[src/rtl/dmem_pkg.sv]
// Shared types, funct3 encodings and access-legality helpers for the data-memory controller.
package dmem_pkg;

    typedef enum logic [1:0] {
        ST_IDLE   = 2'd0,
        ST_ISSUE  = 2'd1,
        ST_WAIT_R = 2'd2,
        ST_DONE   = 2'd3
    } dmem_state_t;

    localparam logic [2:0] F3_B  = 3'b000;
    localparam logic [2:0] F3_H  = 3'b001;
    localparam logic [2:0] F3_W  = 3'b010;
    localparam logic [2:0] F3_BU = 3'b100;
    localparam logic [2:0] F3_HU = 3'b101;

    // Size is carried in f3[1:0] for both signed and unsigned variants.
    function automatic logic misaligned(input logic [2:0] f3, input logic [1:0] a);
        logic r;
        case (f3[1:0])
            2'b01:   r = a[0];
            2'b10:   r = (a != 2'b00);
            default: r = 1'b0;
        endcase
        return r;
    endfunction

    function automatic logic illegal_f3(input logic is_store, input logic [2:0] f3);
        logic r;
        if (is_store) begin
            r = (f3 > F3_W);
        end else begin
            r = (f3 == 3'b011) || (f3 == 3'b110) || (f3 == 3'b111);
        end
        return r;
    endfunction

endpackage

[src/rtl/load_align.sv]
// Selects the addressed byte/halfword of a bus word and sign- or zero-extends it.
module load_align
    import dmem_pkg::*;
(
    input  logic [2:0]  i_f3,
    input  logic [1:0]  i_a,
    input  logic [31:0] i_rdata,
    output logic [31:0] o_data
);

    logic [31:0] w_shift;

    assign w_shift = i_rdata >> {i_a, 3'b000};

    // Extension by access type
    always_comb begin
        case (i_f3)
            F3_B:    o_data = {{24{w_shift[7]}}, w_shift[7:0]};
            F3_H:    o_data = {{16{w_shift[15]}}, w_shift[15:0]};
            F3_W:    o_data = i_rdata;
            F3_BU:   o_data = {24'd0, w_shift[7:0]};
            F3_HU:   o_data = {16'd0, w_shift[15:0]};
            default: o_data = 32'd0;
        endcase
    end

endmodule

[src/rtl/dmem_ctrl.sv]
// Load/store controller: one access at a time over a req/gnt/rvalid word bus,
// with load alignment, stall generation, and misaligned/illegal/timeout errors.
module dmem_ctrl
    import dmem_pkg::*;
#(
    parameter int TIMEOUT_CYC = 16
)
(
    input  logic        clk,
    input  logic        rst,
    input  logic        d_r_en,
    input  logic        d_w_en,
    input  logic [31:0] d_add,
    input  logic [2:0]  f3,
    input  logic [31:0] st_data,
    input  logic [4:0]  rd_in,
    output logic        stall,
    output logic        resp_valid,
    output logic        resp_we,
    output logic [4:0]  resp_rd,
    output logic [31:0] resp_data,
    output logic        err,
    output logic        mem_req,
    output logic        mem_we,
    output logic [3:0]  mem_be,
    output logic [29:0] mem_addr,
    output logic [31:0] mem_wdata,
    input  logic        mem_gnt,
    input  logic        mem_rvalid,
    input  logic [31:0] mem_rdata
);

    localparam int               CNT_W    = $clog2(TIMEOUT_CYC) + 1;
    localparam logic [CNT_W-1:0] CNT_LAST = CNT_W'(TIMEOUT_CYC - 1);

    dmem_state_t      r_state;
    dmem_state_t      w_next;
    logic [CNT_W-1:0] r_cnt;
    logic             r_is_load;
    logic             r_err;
    logic [2:0]       r_f3;
    logic [1:0]       r_lane;
    logic [4:0]       r_rd;
    logic [31:0]      r_data;
    logic             r_mem_req;
    logic             r_mem_we;
    logic [3:0]       r_mem_be;
    logic [29:0]      r_mem_addr;
    logic [31:0]      r_mem_wdata;

    logic             w_req;
    logic             w_bad;
    logic             w_tmo;
    logic [3:0]       w_be;
    logic [31:0]      w_wdata;
    logic [31:0]      w_load_data;

    assign w_req = d_r_en | d_w_en;
    assign w_bad = illegal_f3(d_w_en, f3) | misaligned(f3, d_add[1:0]);
    assign w_tmo = (r_cnt == CNT_LAST);

    load_align u_load_align (
        .i_f3    (r_f3),
        .i_a     (r_lane),
        .i_rdata (mem_rdata),
        .o_data  (w_load_data)
    );

    // Byte enables and lane-replicated write data for the incoming request
    always_comb begin
        w_be    = 4'b1111;
        w_wdata = st_data;
        if (d_w_en) begin
            case (f3[1:0])
                2'b00: begin
                    w_be    = 4'b0001 << d_add[1:0];
                    w_wdata = {4{st_data[7:0]}};
                end
                2'b01: begin
                    w_be    = 4'b0011 << d_add[1:0];
                    w_wdata = {2{st_data[15:0]}};
                end
                default: begin
                    w_be    = 4'b1111;
                    w_wdata = st_data;
                end
            endcase
        end else begin
            w_be    = 4'b1111;
            w_wdata = st_data;
        end
    end

    // State register
    always_ff @(posedge clk) begin
        if (rst) begin
            r_state <= ST_IDLE;
        end else begin
            r_state <= w_next;
        end
    end

    // Next-state logic; a handshake on the last counted cycle still wins over the timeout
    always_comb begin
        w_next = r_state;
        case (r_state)
            ST_IDLE: begin
                if (w_req) begin
                    w_next = w_bad ? ST_DONE : ST_ISSUE;
                end else begin
                    w_next = ST_IDLE;
                end
            end
            ST_ISSUE: begin
                if (mem_gnt) begin
                    w_next = r_is_load ? ST_WAIT_R : ST_DONE;
                end else if (w_tmo) begin
                    w_next = ST_DONE;
                end else begin
                    w_next = ST_ISSUE;
                end
            end
            ST_WAIT_R: begin
                if (mem_rvalid || w_tmo) begin
                    w_next = ST_DONE;
                end else begin
                    w_next = ST_WAIT_R;
                end
            end
            ST_DONE:  w_next = ST_IDLE;
            default:  w_next = ST_IDLE;
        endcase
    end

    // Handshake outputs decoded from the state register
    always_comb begin
        stall      = 1'b0;
        resp_valid = 1'b0;
        resp_we    = 1'b0;
        err        = 1'b0;
        case (r_state)
            ST_IDLE:   stall = w_req;
            ST_ISSUE:  stall = 1'b1;
            ST_WAIT_R: stall = 1'b1;
            ST_DONE: begin
                resp_valid = 1'b1;
                resp_we    = r_is_load & ~r_err;
                err        = r_err;
            end
            default:   stall = 1'b0;
        endcase
    end

    // Wait counter, restarted on every state change
    always_ff @(posedge clk) begin
        if (rst) begin
            r_cnt <= '0;
        end else if (w_next != r_state) begin
            r_cnt <= '0;
        end else if (r_state == ST_ISSUE || r_state == ST_WAIT_R) begin
            r_cnt <= r_cnt + CNT_W'(1);
        end
    end

    // Request capture, bus registers, load data and error flag
    always_ff @(posedge clk) begin
        if (rst) begin
            r_is_load   <= 1'b0;
            r_err       <= 1'b0;
            r_f3        <= 3'd0;
            r_lane      <= 2'd0;
            r_rd        <= 5'd0;
            r_data      <= 32'd0;
            r_mem_req   <= 1'b0;
            r_mem_we    <= 1'b0;
            r_mem_be    <= 4'd0;
            r_mem_addr  <= 30'd0;
            r_mem_wdata <= 32'd0;
        end else begin
            case (r_state)
                ST_IDLE: begin
                    if (w_req) begin
                        r_is_load   <= ~d_w_en;
                        r_err       <= w_bad;
                        r_f3        <= f3;
                        r_lane      <= d_add[1:0];
                        r_rd        <= rd_in;
                        r_data      <= 32'd0;
                        r_mem_we    <= d_w_en;
                        r_mem_be    <= w_be;
                        r_mem_addr  <= d_add[31:2];
                        r_mem_wdata <= w_wdata;
                    end
                end
                ST_ISSUE: begin
                    if (!mem_gnt && w_tmo) begin
                        r_err <= 1'b1;
                    end
                end
                ST_WAIT_R: begin
                    if (mem_rvalid) begin
                        r_data <= w_load_data;
                    end else if (w_tmo) begin
                        r_err <= 1'b1;
                    end
                end
                default: begin
                    r_err <= r_err;
                end
            endcase
            r_mem_req <= (w_next == ST_ISSUE);
        end
    end

    assign resp_rd   = r_rd;
    assign resp_data = r_data;
    assign mem_req   = r_mem_req;
    assign mem_we    = r_mem_we;
    assign mem_be    = r_mem_be;
    assign mem_addr  = r_mem_addr;
    assign mem_wdata = r_mem_wdata;

endmodule

[config.mk]
export PLATFORM = sky130hd
export DESIGN_NAME = dmem_ctrl
export DESIGN_NICKNAME = d
export VERILOG_FILES = /design/src/rtl/dmem_pkg.sv /design/src/rtl/load_align.sv /design/src/rtl/dmem_ctrl.sv
export SDC_FILE = /design/constraint.sdc
export NUM_CORES = 1
export LEC_CHECK = 0
export ABC_AREA = 1
export BUFFER_PORTS_ARGS = -buffer_cell sky130_fd_sc_hd__buf_4
export CAP_MARGIN = 20
export CORE_ASPECT_RATIO = 1.5
export CORE_MARGIN = 1.5
export CORE_UTILIZATION = 45
export CTS_CLUSTER_SIZE = 30
export DETAILED_ROUTE_END_ITERATION = 8
export PLACE_DENSITY = 0.88
export SLEW_MARGIN = 15
export SYNTH_ARGS = -nofsm -noshare
export SYNTH_HDL_FRONTEND = slang
export SYNTH_SLANG_ARGS = --single-unit
export TNS_END_PERCENT = 100
[constraint.sdc]
create_clock -name clk -period 1.7 [get_ports clk]
set_input_delay 0.17 -clock clk [delete_from_list [all_inputs] [get_ports clk]]
set_output_delay 0.17 -clock clk [all_outputs]
set_load 0.01 [all_outputs]
== After elaboration in Yosys (flattened, before gate mapping) ==
Cells that the tools add are included.

* Reductions and logical operators: 17
* Equal/unequal tests: 20
* Mux-type cells: 26
* Magnitude comparators: 1
* Bitwise logic cells: 5
* Shifts and indexed selects: 3
* $add $sub $neg: 1
* $mul: 0
* Div/mod/pow operators: 0

{| class="wikitable"
|+ Operator list
! cell !! count
|-
| 32-bit one-hot mux with 5 select lines || 1
|-
| 32-bit one-hot mux with 2 select lines || 2
|-
| 32-bit 2-to-1 mux || 3
|-
| 32-bit by 5-bit right shift with 16-bit output || 1
|-
| 3-bit equality test, second input constant || 4
|-
| 1-bit 2-to-1 mux || 10
|-
| 2-bit 2-to-1 mux || 4
|-
| 2-bit != test, second input constant || 4
|-
| 2-bit one-hot mux with 4 select lines || 1
|-
| 4-bit one-hot mux with 2 select lines || 1
|-
| 2-bit by 1-bit equality test with 1-bit output, second input constant || 3
|-
| 2-bit equality test, second input constant || 3
|-
| 3-bit by 2-bit equality test with 1-bit output, second input constant || 2
|-
| 5-bit by 1-bit adder with 5-bit output, second input constant || 1
|-
| 5-bit by 4-bit equality test with 1-bit output, second input constant || 1
|-
| 5-bit AND reduction || 1
|-
| 2-bit logical NOT || 2
|-
| 1-bit logical OR || 4
|-
| 4-bit 2-to-1 mux || 1
|-
| 1-bit one-hot mux with 2 select lines || 2
|-
| 2-bit nonzero test || 2
|-
| 2-bit OR reduction || 2
|-
| 1-bit by 2-bit left shift with 4-bit output, first input constant || 1
|-
| 2-bit by 2-bit left shift with 4-bit output, first input constant || 1
|-
| 14 further kinds || 16
|}

* Register bits after elaboration: 119
* Bits in writable memories: 0
* Logic and storage cells: 86
* Bits in latches: 0
* Memory bits (read-only): 0
* Memories kept: 0

== Logic depth before layout (Yosys ltp) ==
Gate-level depths: netlist of the first run.

* Word-level depth: 10
* Depth in mapped cells: 13
* Gate-level depth less buffers: 13

== Hierarchy ==
From an unflattened synthesis of the first run, not the netlist that was laid out.

* Cells, all modules: 864
* Area, all modules: 5,868.1 µm²

{| class="wikitable"
|+ Modules (own cells, without submodules)
! module !! seq. area each (µm²) !! area an instance (µm²) !! cells each !! instances
|-
| dmem_ctrl || 2,382.3 || 4,839.6 || 643 || 1
|-
| load_align || 0.0 || 1,028.5 || 221 || 1
|}

== Least setup slack after synthesis of the first run ==
Ideal clock, no wire load.

* Path type: register -> register
* Start: register r_cnt[0]
* End: register r_cnt[4]
* Stages on the path, launching flop included: 11
* Library setup time: 117 ps
* Path buffers: 0
* Slack: -41 ps
* Arrival: 1,624 ps
* Cells stage by stage: dfxtp_1 -> ha_1 -> and3_1 -> ha_1 -> o21a_1 -> o21ai_0 -> nand2_1 -> nand2_1 -> nand2_1 -> nand2_1 -> nor2_1

* Word-level cells in the longest chain between the ends: 6
* Elaborated cells between the ends (all ways): 9
* Those cells by class: add/sub (1); eq/ne (2); mux (4); reduce/logical (2)

{| class="wikitable"
|+ Ends and longest elaborated chain
! item !! RTL line !! text
|-
| start: declaration || dmem_ctrl.sv:38 || <nowiki>logic [CNT_W-1:0] r_cnt;</nowiki>
|-
| start signal: assignment || dmem_ctrl.sv:161 || <nowiki>r_cnt <= r_cnt + CNT_W'(1);</nowiki>
|-
| 5-bit by 4-bit equality test with 1-bit output || dmem_ctrl.sv:60 || <nowiki>assign w_tmo = (r_cnt == CNT_LAST);</nowiki>
|-
| 2-bit 2-to-1 mux / 1-bit logical OR (equally long branches) || dmem_ctrl.sv:117, dmem_ctrl.sv:124 ||
|-
| 2-bit 2-to-1 mux / 1-bit 2-to-1 mux (equally long branches) || dmem_ctrl.sv:115, dmem_ctrl.sv:124 ||
|-
| 2-bit one-hot mux with 4 select lines || dmem_ctrl.sv:106 || <nowiki>case (r_state)</nowiki>
|-
| 2-bit != test || dmem_ctrl.sv:158 || <nowiki>end else if (w_next != r_state) begin</nowiki>
|-
| 2-bit OR reduction (no line) || -- ||
|}

Parallel ways exist; a longest one is shown, timed or not.
A chain may end at the register's enable or synchronous reset.

== Worst setup path after layout of the first run ==
* Start: register r_state[1]
* End: register r_data[12] (netlist: resp_data[12])

* Word-level cells in the longest chain between the ends: 3
* Elaborated cells between the ends (all ways): 7
* Those cells by class: eq/ne (3); mux (1); reduce/logical (3)

{| class="wikitable"
|+ Ends and longest elaborated chain
! item !! RTL line !! text
|-
| start: declaration || dmem_ctrl.sv:36 || <nowiki>dmem_state_t r_state;</nowiki>
|-
| start signal: assignment || dmem_ctrl.sv:99 || <nowiki>r_state <= w_next;</nowiki>
|-
| 2-bit equality test / 2-bit logical NOT (equally long branches) || dmem_ctrl.sv:180 || <nowiki>case (r_state)</nowiki>
|-
| 2-bit != test (no line) / 2-bit nonzero test (equally long branches) || -- ||
|-
| 3-bit AND reduction (no line) || -- ||
|-
| end signal: assignment || dmem_ctrl.sv:202 || <nowiki>r_data <= w_load_data;</nowiki>
|-
| end: declaration || dmem_ctrl.sv:44 || <nowiki>logic [31:0] r_data;</nowiki>
|}

Parallel ways exist; a longest one is shown, timed or not.

==> results of run 1 <==
[report_power, final]
part	total, µW	switching [µW]	internal [µW]
clock	3760	1410	2340
combinational	3230	1740	1490
sequential	3340	206	3140
[final cells by class]
class,count,share of cell area [%]
multi-input combinational,606,33.20
clock buffer,17,4.823
timing repair buffer,290,27.95
clock inverter,15,2.171
sequential,119,27.08
inverter,57,2.568
tap,156,2.213
[layout by cell type (no fill, tap or decap), types with 3 or more instances in the layout]
master / instances
a21oi_1: 64
a21oi_2: 10
a22oi_1: 3
a31oi_1: 6
buf_12: 7
buf_4: 243
bufbuf_16: 3
bufinv_16: 3
clkbuf_16: 19
clkinv_4: 3
dfxtp_1: 114
dfxtp_2: 5
dlygate4sd3_1: 33
ha_1: 7
ha_4: 3
inv_1: 47
inv_2: 6
inv_6: 5
nand2_1: 249
nand2_2: 3
nand3_1: 42
nor2_1: 96
nor2_2: 4
nor2_4: 3
o211ai_1: 21
o21ai_0: 71
o21ai_1: 5
o22ai_1: 3
[cell families after synthesis]
family                   count (synthesis)
AO/OA/AOI/OAI                          188
XOR/XNOR                                 3
buffers and inverters                  107
adder cells (fa/ha/maj)                 11
multiplexers                             1
AND/OR/NAND/NOR                        403
flip-flops                             119
[cells in the mapped netlist, types with 3 or more instances]
library cell	n
nand2_1	251
dfxtp_1	119
nor2_1	97
o21ai_0	74
a21oi_1	66
inv_1	49
nand3_1	42
clkbuf_1	22
o211ai_1	21
buf_2	19
ha_1	11
a21oi_2	8
buf_4	7
a31oi_1	6
inv_2	6
a22oi_1	3
nor2_2	3
nor2_4	3
o21ai_1	3
o22ai_1	3
[worst max-delay path: cells and delay by family, from the launching register on]
family / cells / cell delay (ps)
flops: 1 / 320
simple gates: 3 / 380
buf+inv: 3 / 510
fa+ha+maj: 1 / 180
compound gates: 2 / 220
[registers in the layout (all words and copies together), names as in the netlist]
name       count
r_f3           3
resp_data     32
mem_req        1
mem_wdata     32
mem_be         4
mem_we         1
resp_rd        5
mem_addr      30
r_state        2
r_err          1
r_is_load      1
r_lane         2
r_cnt          5
[path summary, 6_finish.rpt]
kind | cells past startpoint | end | startpoint
setup / recovery | 9 | resp_data[12] | r_state[1]
hold reg to reg | 2 | resp_data[10] | resp_data[10]
setup reg to reg | 9 | resp_data[12] | r_state[1]
hold / removal | 3 | mem_addr[15] | d_add[17]
[metal layers]
metal  part of all wire (%)  vias to the layer above  GRT usage, %  wire length (µm)
met5                      0                        -             0                 0
met4                    3.7                        0         14.45               751
met3                    7.4                       61         7.875              1484
met2                     52                      325         53.65             10500
met1                     37                     3007         29.97              7353
li1                       -                     3219             -                 -
[per-stage QoR]
| stage | hold slack [ps] | instance area, µm² | total power, µW | utilization (%) | setup slack, ps |
|---|---|---|---|---|---|
| CTS | 4.946 | 8666 | 10160 | 69.61 | 2.340 |
| finish | 23.54 | 8820 | 10330 | 70.84 | -7.203 |
| global route | 12.76 | 8820 | 10810 | 70.84 | -85.88 |
| detailed placement | 396.1 | 7570 | 6123 | 60.80 | -88.22 |
| floorplan | 304.9 | 5700 | 4919 | - | 33.95 |
| global placement | 389.9 | 7570 | 6069 | 60.80 | -17.88 |
[timing repair]
item / 4_1_cts / 5_1_grt
cloned: 3 / 3
buffers inserted: 5 / 3
pin swaps: 3 / 10
endpoints found under the hold margin: 32 / 1
resized for setup: 8 / 20
hold buffers: 32 / 1
endpoints found under the setup margin: 36 / 45
==> summary.md, run 1 <==
| Metric | Value |
|---|---|
| Total gr overflow | 0 |
| Sequential-to-total area share from yosys stat | between 40% and 50% |
| Number of hold violations in the final report | 0 |
| Final setup TNS | -7.203 ps |
| Non-filler cells, final | roughly 1300 |
| Max-slew violations | 0 |
| Share of the synthesized netlist area taken by xor and xnor gates | less than 1% |
| Fmax achieved | 0.5858 GHz |
| Number of global-route vias before repair | 6491 |
| Worst Slack Setup Final | -7.203 ps |
| Count of flip-flops with a built-in enable after synthesis | 0 |
| Post-Synthesis Net Count | 953 |
| Critical Path Slowest Stage Cell | dfxtp_2 |
| Most frequent CP cell | buf_4 |
| Yosys reg bits | roughly 120 |
| Clock Latency Late Sink | about 400 ps |
| Effective utilization at floorplan | 45.79% |
| Final setup violating endpoints | 1 |
| Overall via count from detail_route | approximately 6600 |
| Sequential cell area | ~2400 µm² |
| Category of the worst setup path launch point | flip-flop |
| Fraction of the mapped netlist area in simple logic gates | about 29% |
| Routed WL per cell | around 16 µm |
| Critical Path Max Stage Delay | between 300 and 400 ps |
| Number of library cell types mapped by synthesis | 36 |
| Maximum vdd drop | between 0.7 and 0.8 mV |
| Weighted congestion reported at the end of routability-driven placement | around 0.9 |
| Clk pin slew, worst setup/hold paths | 60 ps |
| Crit end category | flip-flop |
| Cell count after synthesis | 832 |
| Total Die Area | between 10000 and 15000 µm² |
| Unrepaired setup endpoints after global routing | yes |
| Worst-case headroom to the max-slew limit | 58.03% |
| Mapped cell area | 5700 µm² |
| Compound-cell area share of the yosys netlist | about a fifth |
| Remaining routing DRC violations | 0 |
| Area share of the largest cell type after synthesis | a little over two fifths |
| Buffer cell driving the clock tree root | clkbuf_16 |
| Kind of path behind the tightest hold check | input port to flip-flop |
| Final-layout fill cell count | around 950 |
| Pwr per Cell Area | 1171 nW/µm² |
| Post-layout min period | around 1700 ps |
| Core region area | 12450 µm² |
| CTS buffer count | 17 |
| Top_reg_cell synth | dfxtp_1 |
| Leak Pwr | approximately 0.0042 µW |
| Main combinational cell family by area after synthesis | simple AND/OR/NAND/NOR gates |
| Synth top area cells | dfxtp_1 42%, nand2_1 17%, o21ai_0 6.5% |
| Per-cell via count in the routed design | roughly 5.2 |
| Pin count of the biggest net entering global routing | 65 |
| Yosys Warn Count | 0 |
| Num ports | between 200 and 250 |
| IO buf count | around 220 |
| Register-to-register path setup slack | -7 ps |
| Number of placed instances, taps included | between 1000 and 1500 |
| Mux contribution to synthesized area | less than 1% |
| Layout cell share with drive strength beyond 1 | a little under a third |
| Maximum clock path buffer count | 2 |
| Worst Path Class, Setup | flip-flop to flip-flop |
| Failing checks | negative setup slack |
| Dpl hpwl | 12800 µm |
| Total number of placement rows | 50 |
| Required arrival time at the worst endpoint | a little over 2000 ps |
| Number of diodes | 0 |
| Floorplan die height | between 100 and 150 µm |
| Total Wirelength | approximately 20000 µm |
| Maximum level of the CTS H-tree | 4 |
| Adder and majority gate portion of the synthesized area | ~2.4% |
| Area leader, netlist | dfxtp_1 |
| Die width | approximately 95 µm |
| CTS tree | done |
| Number of clock sinks | approximately 120 |
| Area growth from synthesis to final layout | 54.72% |
| Result of the run | finished, violations left |
| Tot GR Track Use | slightly below 30% |
| Fraction of synthesis flops using an asynchronous set or reset pin | 0% |
| CP max FO | 8 |
| Wire length of the first global-routing pass | about 31000 µm |
| Ratio of final minimum period to clock period | 100.4% |
| Slew of the pin with the lowest slew margin | approximately 630 ps |
| Chain of cells forming the critical path | buf_4, ha_2, nand2_2, a21oi_4, buf_4, nor2_4, clkbuf_16, nand2_1, a21oi_1 |
| Maximum clock skew at final layout | between 6 and 7 ps |
| Mean area per synthesized cell | roughly 7 µm² |
| Data arrival time at the worst-slack endpoint | around 2000 ps |
| Number of antenna violations at the first check in global routing | 0 |
| Number of nets at the end of the flow | 1212 |
| Detail Route Antenna Nets | 0 |
| MaxCap Viol Count | 0 |
| Detailed Routing Iterations Pass 1 | 6 |
| Violation count after the first detailed-routing iteration | approximately 280 |
| Area of combinational cells with multiple inputs | a little under 3000 µm² |
Power figures use the tool's default switching activity.
==> run 2, diff against run 1 <==
- PLACE_DENSITY: 0.88 -> 0.85
- TNS_END_PERCENT: 100 -> 5
- clock period: 1.7 -> 2 ns (I/O delays scaled with it)
==> summary.md, run 2 (synthesis gave the netlist of run 1 again) <==
| Metric | Value |
|---|---|
| Total Wirelength | 18030 µm (was 20090 µm) |
| Total gr overflow | 0 (unchanged) |
| Layout cell share with drive strength beyond 1 | 28.23% (was 30.07%) |
| Highest metal layer used by the detailed router | met4 (unchanged) |
| Pwr per Cell Area | 1012 nW/µm² (was 1171 nW/µm²) |
| Hold path startpoint | d_add[11] (was d_add[17]) |
| Total number of placement rows | 50 (unchanged) |
| Sequential cell area | 2384 µm² (was 2389 µm²) |
| Register-to-register path setup slack | 190 ps (was -7 ps) |
| Met1 Wirelength | 6918 µm (was 7353 µm) |
| Effective utilization at floorplan | 45.79% (unchanged) |
| Length of routed met3 wiring | 1171 µm (was 1484 µm) |
| Post-layout min period | 1843 ps |
| Dpl hpwl | 12460 µm (was 12800 µm) |
| CTS tree | done (unchanged) |
| Worst path top cell family by delay | buffers and inverters (unchanged) |
| Data arrival time at the worst-slack endpoint | 1640 ps (was 2030 ps) |
| Remaining routing DRC violations | 0 (unchanged) |
| Detail Route Antenna Nets | 0 (unchanged) |
| Category of the worst setup path launch point | flip-flop (unchanged) |
| CTS buffer count | 17 (unchanged) |
| Routed WL per cell | 14.92 µm (was 15.94 µm) |
| Num ports | 219 (unchanged) |
| Fmax achieved | between 0.5 and 0.6 GHz |
| Number of nets at the end of the flow | 1160 (was 1212) |
| Total Die Area | 13370 µm² (unchanged) |
| Final-layout fill cell count | 1104 (was 951) |
| Pre-CTS setup slack | 96.91 ps (was -88.22 ps) |
| Floorplan die height | 140.8 µm (unchanged) |
| Core region area | 12450 µm² (unchanged) |
| Crit end category | output pin (was flip-flop) |
| Leak Pwr | 0.003921 µW (was 0.004223 µW) |
| Overall via count from detail_route | 6242 (was 6612) |
| Unrepaired setup endpoints after global routing | yes (unchanged) |
| Worst Path Class, Setup | flip-flop to output pin (was flip-flop to flip-flop) |
| CP max FO | 23 (was 8) |
| Pin count of the biggest net entering global routing | 65 (unchanged) |
| Detailed Routing Iterations Pass 1 | 5 (was 6) |
| Met2 wirelength from detailed routing | 9247 µm (was 10500 µm) |
| Worst Slack Setup Final | 157.2 ps (was -7.203 ps) |
| Wire length of the first global-routing pass | 27940 µm (was 30750 µm) |
| Weighted congestion reported at the end of routability-driven placement | 0.9217 (was 0.9083) |
| Hold Crit Endpoint | mem_addr[9] (was mem_addr[15]) |
| Maximum clock skew at final layout | 9.100 ps (was 6.003 ps) |
| Clk pin slew, worst setup/hold paths | 60 ps (about the same) |
| Number of antenna violations at the first check in global routing | 0 (unchanged) |
| Required arrival time at the worst endpoint | 1800 ps (was 2020 ps) |
| Most frequent standard cell in the layout excluding fill and tap cells | nand2_1 (unchanged) |
| Worst-case headroom to the max-slew limit | 60.57% (was 58.03%) |
| Per-cell via count in the routed design | 5.167 (was 5.248) |
| Buffers and inverters on the worst path | 4 (was 3) |
| Critical Path Max Stage Delay | 390 ps (was 320 ps) |
| Maximum level of the CTS H-tree | 4 (unchanged) |
| Number of hold violations in the final report | 0 (unchanged) |
| Worst Reg2Reg Path Length in Cells | 10 (was 9) |
| Slew of the pin with the lowest slew margin | 591.4 ps (was 629.6 ps) |
| Ratio of final minimum period to clock period | just over 90% |
| Number of global-route vias before repair | 5881 (was 6491) |
| Beginning of the worst register-to-register path | r_cnt[0] (was r_state[1]) |
| Chain of cells forming the critical path | inv_2, ha_2, inv_2, nor2_4, buf_12, nor2_1, nor2_1, buf_4 (was buf_4, ha_2, nand2_2, a21oi_4, buf_4, nor2_4, clkbuf_16, nand2_1, a21oi_1) |
| Cell depth of the worst min-delay path | 3 (unchanged) |
| Result of the run | finished clean (was finished, violations left) |
| Number of clock sinks | 119 (unchanged) |
| Worst flop-to-flop path endpoint | r_cnt[2] (was resp_data[12]) |
| Critical Path Slowest Stage Cell | dfxtp_1 (was dfxtp_2) |
| Area growth from synthesis to final layout | 43.02% (was 54.72%) |
| Violation count after the first detailed-routing iteration | 258 (was 275) |
| Max-slew violations | 0 (unchanged) |
| Kind of path behind the tightest hold check | input port to flip-flop (unchanged) |
| Maximum vdd drop | 0.6944 mV (was 0.7691 mV) |
| Number of diodes | 0 (unchanged) |
| Most frequent cells in the layout | 251 x nand2_1, 231 x buf_4, 118 x dfxtp_1, 97 x nor2_1, 73 x o21ai_0 (was 249 x nand2_1, 243 x buf_4, 114 x dfxtp_1, 96 x nor2_1, 71 x o21ai_0) |
| MaxCap Viol Count | 0 (unchanged) |
| Buffer cell driving the clock tree root | clkbuf_16 (unchanged) |
| Die width | 94.90 µm (unchanged) |
| Fraction of the core area covered by cells at the end of the flow | 65.49% (was 70.84%) |
| Clock Latency Late Sink | 410 ps (was 400 ps) |
| Tightest hold margin | 17.74 ps (was 23.54 ps) |
| Final setup violating endpoints | 0 (was 1) |
| Area of combinational cells with multiple inputs | 2872 µm² (was 2928 µm²) |
| IO buf count | 218 (unchanged) |
| Pwr Total | 8249 µW (was 10330 µW) |
| Maximum clock path buffer count | 2 (unchanged) |
| Tot GR Track Use | 26.90% (was 29.38%) |
run 2: cell count changes in the layout (fill, tap and decap cells not counted), sizes merged:
cell,change
buf,-17
bufbuf,-1
bufinv,-1
clkbuf,+2
clkinv,-1
clkinvlp,+4
dlygate4sd3,-32
inv,-6
run 2: routing by layer:
| metal | track usage, % | vias up |
|---|---|---|
| met4 | 14.22 | 0 |
| met1 | 28.39 | 2850 |
| met5 | 0 | - |
| met3 | 6.742 | 47 |
| li1 | - | 3109 |
| met2 | 47.89 | 236 |
run 2: per-stage QoR:
step | cell area (µm²) | setup TNS (ps) | instances
final | 8153 | 0 | 1208
after global routing | 8153 | -27.50 | 1208
after CTS | 8134 | 0 | 1207
after detailed placement | 7465 | 0 | 1172
after global placement | 7465 | 0 | 1172
after floorplan | 5700 | 0 | 832
run 2: worst max path at each step:
stage / start / end / cells past startpoint
global route: r_state[1] / stall / 8
floorplan: r_cnt[0] / r_cnt[4] / 10
detailed placement: r_cnt[0] / r_cnt[1] / 10
finish: r_state[1] / stall / 8
CTS: r_state[1] / stall / 8
global placement: r_cnt[0] / r_cnt[3] / 10
run 2: layout make-up:
cell class	count	share of cell area [%]
clock inverters	11	1.519
repair buffers	238	23.17
multi-input cells	606	35.22
inverters	57	2.686
clock buffers	21	5.770
well taps	156	2.394
flip-flops and latches	119	29.24
run 2: timing repair:
action,CTS,global route
hold endpoints to repair,1,0
buffers inserted,0,1
gates resized for setup,0,8
hold buffers,1,0
setup endpoints to repair,1,15
pin swaps,0,1
cloned,2,0
run 2: power by group:
part / internal, µW / switching (µW)
Combinational: 1030 / 1340
Sequential: 2670 / 173
Clock: 1930 / 1110
Total: 5630 / 2620
run 2: tightest hold or removal path, delay by kind of cell:
| kind | cells | cell delay, ps |
|---|---|---|
| simple gates | 2 | 110 |
| buf+inv | 1 | 70 |
